--- config.mk ---
export PLATFORM = sky130hd
export DESIGN_NAME = w_writeback
export DESIGN_NICKNAME = d
export VERILOG_FILES = /design/src/rtl/w_writeback.sv
export SDC_FILE = /design/constraint.sdc
export NUM_CORES = 1
export LEC_CHECK = 0
export ABC_CLOCK_PERIOD_IN_PS = 2000
export CAP_MARGIN = 20
export CORE_MARGIN = 1
export CORE_UTILIZATION = 42
export CTS_BUF_LIST = sky130_fd_sc_hd__clkbuf_16
export DETAILED_ROUTE_END_ITERATION = 8
export GPL_ROUTABILITY_DRIVEN = 0
export PLACE_DENSITY = 0.77
export SKIP_LAST_GASP = 1
export SYNTH_ARGS = -nofsm -noshare
export SYNTH_HDL_FRONTEND = slang
export SYNTH_SLANG_ARGS = --single-unit
--- constraint.sdc ---
create_clock -name clk -period 2 [get_ports clk]
set_input_delay 0.2 -clock clk [delete_from_list [all_inputs] [get_ports clk]]
set_output_delay 0.2 -clock clk [all_outputs]
set_load 0.01 [all_outputs]
--- src/rtl/w_writeback.sv ---
// Write-back stage: MEM/WB pipeline register, retiring-instruction decode,
// load-data extension and GRF write-port drive, plus a retired-instruction counter.
module w_writeback #(
    parameter int RETIRE_W    = 32,
    parameter int LINK_REG    = 31,
    parameter int LINK_OFFSET = 8
) (
    input  logic                clk,
    input  logic                reset,
    input  logic [31:0]         M_PC,
    input  logic [31:0]         M_instr,
    input  logic [31:0]         M_ALUResult,
    input  logic [31:0]         M_MemData,
    input  logic                M_valid,
    input  logic                W_stall,
    input  logic                W_flush,
    output logic                W_RegWrite,
    output logic [4:0]          W_RegToWrite,
    output logic [31:0]         W_WriteData,
    output logic [31:0]         W_PC,
    output logic [31:0]         W_instr,
    output logic                W_valid,
    output logic [RETIRE_W-1:0] retire_count
);

    localparam logic [4:0]  LINK_ADDR = 5'(LINK_REG);
    localparam logic [31:0] LINK_ADD  = 32'(LINK_OFFSET);

    localparam logic [5:0] OP_RTYPE = 6'b000000;
    localparam logic [5:0] OP_JAL   = 6'b000011;
    localparam logic [5:0] OP_ADDIU = 6'b001001;
    localparam logic [5:0] OP_ORI   = 6'b001101;
    localparam logic [5:0] OP_LUI   = 6'b001111;
    localparam logic [5:0] OP_LB    = 6'b100000;
    localparam logic [5:0] OP_LH    = 6'b100001;
    localparam logic [5:0] OP_LW    = 6'b100011;
    localparam logic [5:0] OP_LBU   = 6'b100100;
    localparam logic [5:0] OP_LHU   = 6'b100101;
    localparam logic [5:0] FN_JR    = 6'b001000;
    localparam logic [5:0] FN_JALR  = 6'b001001;

    logic [31:0]         r_pc;
    logic [31:0]         r_instr;
    logic [31:0]         r_alu;
    logic [31:0]         r_mem;
    logic                r_valid;
    logic [RETIRE_W-1:0] r_retire;

    always_ff @(posedge clk) begin
        if (!reset) begin
            r_pc     <= '0;
            r_instr  <= '0;
            r_alu    <= '0;
            r_mem    <= '0;
            r_valid  <= 1'b0;
            r_retire <= '0;
        end else if (W_flush) begin
            r_pc    <= '0;
            r_instr <= '0;
            r_alu   <= '0;
            r_mem   <= '0;
            r_valid <= 1'b0;
        end else if (!W_stall) begin
            r_pc    <= M_PC;
            r_instr <= M_instr;
            r_alu   <= M_ALUResult;
            r_mem   <= M_MemData;
            r_valid <= M_valid;
            if (M_valid)
                r_retire <= r_retire + {{(RETIRE_W-1){1'b0}}, 1'b1};
        end
    end

    logic [5:0]  w_op;
    logic [5:0]  w_fn;
    logic [4:0]  w_rt;
    logic [4:0]  w_rd;
    logic [7:0]  w_byte;
    logic [15:0] w_half;
    logic [31:0] w_link;
    logic        w_writes;
    logic [4:0]  w_dest;
    logic [31:0] w_data;

    assign w_op   = r_instr[31:26];
    assign w_fn   = r_instr[5:0];
    assign w_rt   = r_instr[20:16];
    assign w_rd   = r_instr[15:11];
    assign w_link = r_pc + LINK_ADD;
    // Little-endian lanes: byte 0 is bits [7:0]; halfword picked by addr bit 1 only.
    assign w_half = r_alu[1] ? r_mem[31:16] : r_mem[15:0];

    always_comb begin
        w_byte = r_mem[7:0];
        case (r_alu[1:0])
            2'd0: w_byte = r_mem[7:0];
            2'd1: w_byte = r_mem[15:8];
            2'd2: w_byte = r_mem[23:16];
            2'd3: w_byte = r_mem[31:24];
            default: w_byte = r_mem[7:0];
        endcase
    end

    always_comb begin
        w_writes = 1'b0;
        w_dest   = 5'd0;
        w_data   = 32'd0;
        case (w_op)
            OP_RTYPE: begin
                if (r_instr != 32'd0 && w_fn != FN_JR) begin
                    w_writes = 1'b1;
                    w_dest   = w_rd;
                    w_data   = (w_fn == FN_JALR) ? w_link : r_alu;
                end
            end
            OP_ORI, OP_LUI, OP_ADDIU: begin
                w_writes = 1'b1;
                w_dest   = w_rt;
                w_data   = r_alu;
            end
            OP_LW: begin
                w_writes = 1'b1;
                w_dest   = w_rt;
                w_data   = r_mem;
            end
            OP_LB, OP_LBU: begin
                w_writes = 1'b1;
                w_dest   = w_rt;
                w_data   = {{24{(w_op == OP_LB) & w_byte[7]}}, w_byte};
            end
            OP_LH, OP_LHU: begin
                w_writes = 1'b1;
                w_dest   = w_rt;
                w_data   = {{16{(w_op == OP_LH) & w_half[15]}}, w_half};
            end
            OP_JAL: begin
                w_writes = 1'b1;
                w_dest   = LINK_ADDR;
                w_data   = w_link;
            end
            default: ;
        endcase
    end

    // Writes to $0 are suppressed and the address/data buses are zeroed when idle.
    assign W_RegWrite   = r_valid & w_writes & (w_dest != 5'd0);
    assign W_RegToWrite = W_RegWrite ? w_dest : 5'd0;
    assign W_WriteData  = W_RegWrite ? w_data : 32'd0;
    assign W_PC         = r_pc;
    assign W_instr      = r_instr;
    assign W_valid      = r_valid;
    assign retire_count = r_retire;

endmodule
==> summary.txt <==
Run status
  – Status: complete, but fails checks
  – Violated checks: negative setup slack

Synth
  – Yosys warns: 0
  – Flops & latches, synth: 161
  – Synthesized Nets: 1057
  – Top post-synthesis cells by area: dfxtp_1 40%, mux2i_1 17%, nor2_1 7.6%
  – Sequential share of the synthesized area: 0.4011
  – Yosys top cell area share: 0.4011
  – FFs w/ async S/R, synth: 0
  – Dominant register cell in the synthesized netlist: dfxtp_1
  – Number of synthesized flops with an enable pin: 0
  – Mapped Area: 8035 um^2
  – Post-Syn Area per Cell: 8.715 um^2
  – Yosys top cell by area: dfxtp_1
  – Post-synth cell types: 59
  – Post-Synthesis Cells: 922

Floorplanning
  – Die Y: 140.3 um
  – Site row count: 50
  – IO Count: 268
  – DIE AREA: 19690 um^2
  – Die X: 140.3 um
  – Initial core utilization: 0.4296
  – Core Area: 18710 um^2

Detailed routing
  – DR pass1 iterations: 6
  – Via Count: 8835
  – Routed len/inst: 19.31 um
  – DRT antenna net count: 0
  – Initial DRC count: 807
  – Final Routed Wirelength: 30270 um
  – Via density: 5.635
  – Residual DRC count: 0

Setup path
  – Crit Path Category: flop to output port
  – Crit-path most repeated cell: buf_4
  – Slowest stage cell, crit path: nor4_4
  – Crit path required time: 1800 ps
  – Maximum fanout along the worst path: 12
  – Crit start category: flop
  – WP data arrival: 2520 ps
  – Flop-to-flop setup slack: -30 ps
  – Crit path largest cell delay: 340 ps
  – CP endpoint kind: output port
  – Critical path cell sequence: nor4_4, buf_4, buf_4, o21ai_0, a31o_2, buf_4, o21ai_2, a31oi_1, buf_2

Global routing
  – GRT Total Usage: 0.3006
  – First-pass GRT wire length: 46000 um
  – Largest net degree at the start of global routing: 130
  – Total global routing overflow: 0
  – Vias in the first global route: 8633
  – Initial antenna violation count: 2

Timing
  – RSZ-0062 raised after global routing: yes
  – Fin. Hold Viols: 0
  – Tmin final: 2725 ps
  – Final Setup Violations: 39
  – Final slew viol count: 0
  – Max frequency: 367.0 MHz
  – Worst hold slack: 240.7 ps
  – Worst-margin pin slew: 1099 ps
  – Slew Limit Headroom: 0.2674
  – Fin crit share: 1.362
  – Clock skew: 7.846 ps
  – Final Worst Setup Slack: -724.9 ps

CTS
  – Clock sink total: 161
  – Buffers from clock root to sink, at most: 2
  – Worst-Skew Late Latency: 440 ps
  – Clock root cell: clkbuf_16
  – CTS tree: built
  – Number of buffers created by CTS: 17
  – Hold buffers post-CTS: 0
  – H-Tree Level Count: 4
  – Worst-path clk slew: 70 ps

Power and ir drop
  – Power, Total: 0.008120 W
  – Pwr dens: 610.4 nW/um^2
  – Worst vdd ir: 0.6113 mV
  – Lkg Pwr: 5.224 nW

Flow run
  – Max-Cap Viols: 0

Final layout
  – NumNets Final: 1455
  – Non-Filler Instances: 1568
  – Layout cells sized above 1: 0.2791
  – Area Overhead vs Synth: 65.56%

Place
  – Setup Slack @ Placement: -728.5 ps
  – DP HPWL: 21300 um
  – PortBufs: 267
  – Placed cells: 1527

Min path
  – Hold Path Class: input pin to flop
[per-stage QoR]
stage               cell area [um^2]    util  TNS (ps)
floorplan                       8265       -         0
global placement               12340  0.6599    -21780
detailed placement             12340  0.6599    -22180
CTS                            13020  0.6959    -24860
global route                   13300  0.7112    -28460
finish                         13300  0.7112    -25020
[Yosys cell counts (all sizes together) (4+ instances only)]
library cell / n
a21boi: 4
a21oi: 34
a221oi: 8
a222oi: 6
a31oi: 30
and2: 5
and3: 4
and4: 12
buf: 19
clkbuf: 50
dfxtp: 161
inv: 16
mux2: 5
mux2i: 135
mux4: 5
nand2: 39
nand2b: 5
nand3: 17
nand4: 16
nor2: 163
nor3: 19
nor4: 21
o21a: 9
o21ai: 58
or3: 5
or4: 7
xnor2: 32
xor2: 4
[worst max-delay path: cells and delay by family, from the launching register on]
family          cells  cell delay (ps)
simple gates        1              340
flops               1              330
compound gates      4              710
buf+inv             4              690
[state kept, by name, indices dropped and copies added (netlist names)]
name          flops
r_alu            32
retire_count     32
W_valid           1
W_PC             32
W_instr          32
r_mem            32
[cells by family (layout without fill, tap and decap cells)]
logic type | after synthesis | after routing | synth area share
AND/OR/NAND/NOR | 325 | 325 | 0.1962
AO/OA/AOI/OAI | 168 | 168 | 0.1305
flip-flops | 161 | 161 | 0.4011
multiplexers | 145 | 145 | 0.1892
buffers and inverters | 85 | 496 | 0.04064
XOR/XNOR | 36 | 36 | 0.03924
adder cells (fa/ha/maj) | 2 | 2 | 0.003114
other | 0 | 1 | 0
[layout make-up]
cell class / instances / area [um^2]
Fill cell: 1368 / 5403
Multi-Input combinational cell: 676 / 5036
Timing Repair Buffer: 448 / 4065
Sequential cell: 161 / 3247
Clock buffer: 17 / 425.4
Tap cell: 234 / 292.8
Clock inverter: 15 / 173.9
Inverter: 16 / 60.06
Antenna cell: 1 / 2.502
[layout by cell type, fill, tap and decap left out, types with 19 or more instances in the layout]
master             n
xnor2_1           32
clkdlybuf4s50_1  228
clkbuf_16         19
dfxtp_1          142
o21ai_0           19
buf_2             35
nand2_1           37
mux2i_1          135
o21ai_2           23
buf_4            164
a21oi_1           31
dfxtp_2           19
nor2_1           160
[per-layer routing]
metal | GRT usage | wire (um) | vias to the layer above
li1 | - | - | 4113
met1 | 0.3674 | 12240 | 4194
met2 | 0.4929 | 14260 | 424
met3 | 0.07932 | 2582 | 102
met4 | 0.1417 | 1177 | 2
met5 | 0 | 13 | -
[repair_timing]
item / 4_1_cts / 5_1_grt
endpoints found under the hold margin: 0 / 0
endpoints found under the setup margin: 39 / 40
setup buffers: 7 / 2
resized for setup: 228 / 51
cloned: 1 / 2
pin swaps: 26 / 48
[power breakdown]
part | switching [W] | leakage, nW | internal, W
registers | 0.0000708 | 1.32 | 0.00329
logic | 0.000646 | 3.62 | 0.000765
clock network | 0.00147 | 0.290 | 0.00187
total | 0.00219 | 5.22 | 0.00593
[worst paths after layout]
| path | to | depth (start not counted) | from |
|---|---|---|---|
| hold / removal | retire_count[0] | 5 | W_stall |
| setup / recovery | W_WriteData[9] | 9 | W_instr[5] |
| setup reg to reg | retire_count[29] | 5 | retire_count[14] |
| hold reg to reg | retire_count[8] | 2 | retire_count[8] |
Note: power is estimated with default switching activity, not from simulation.
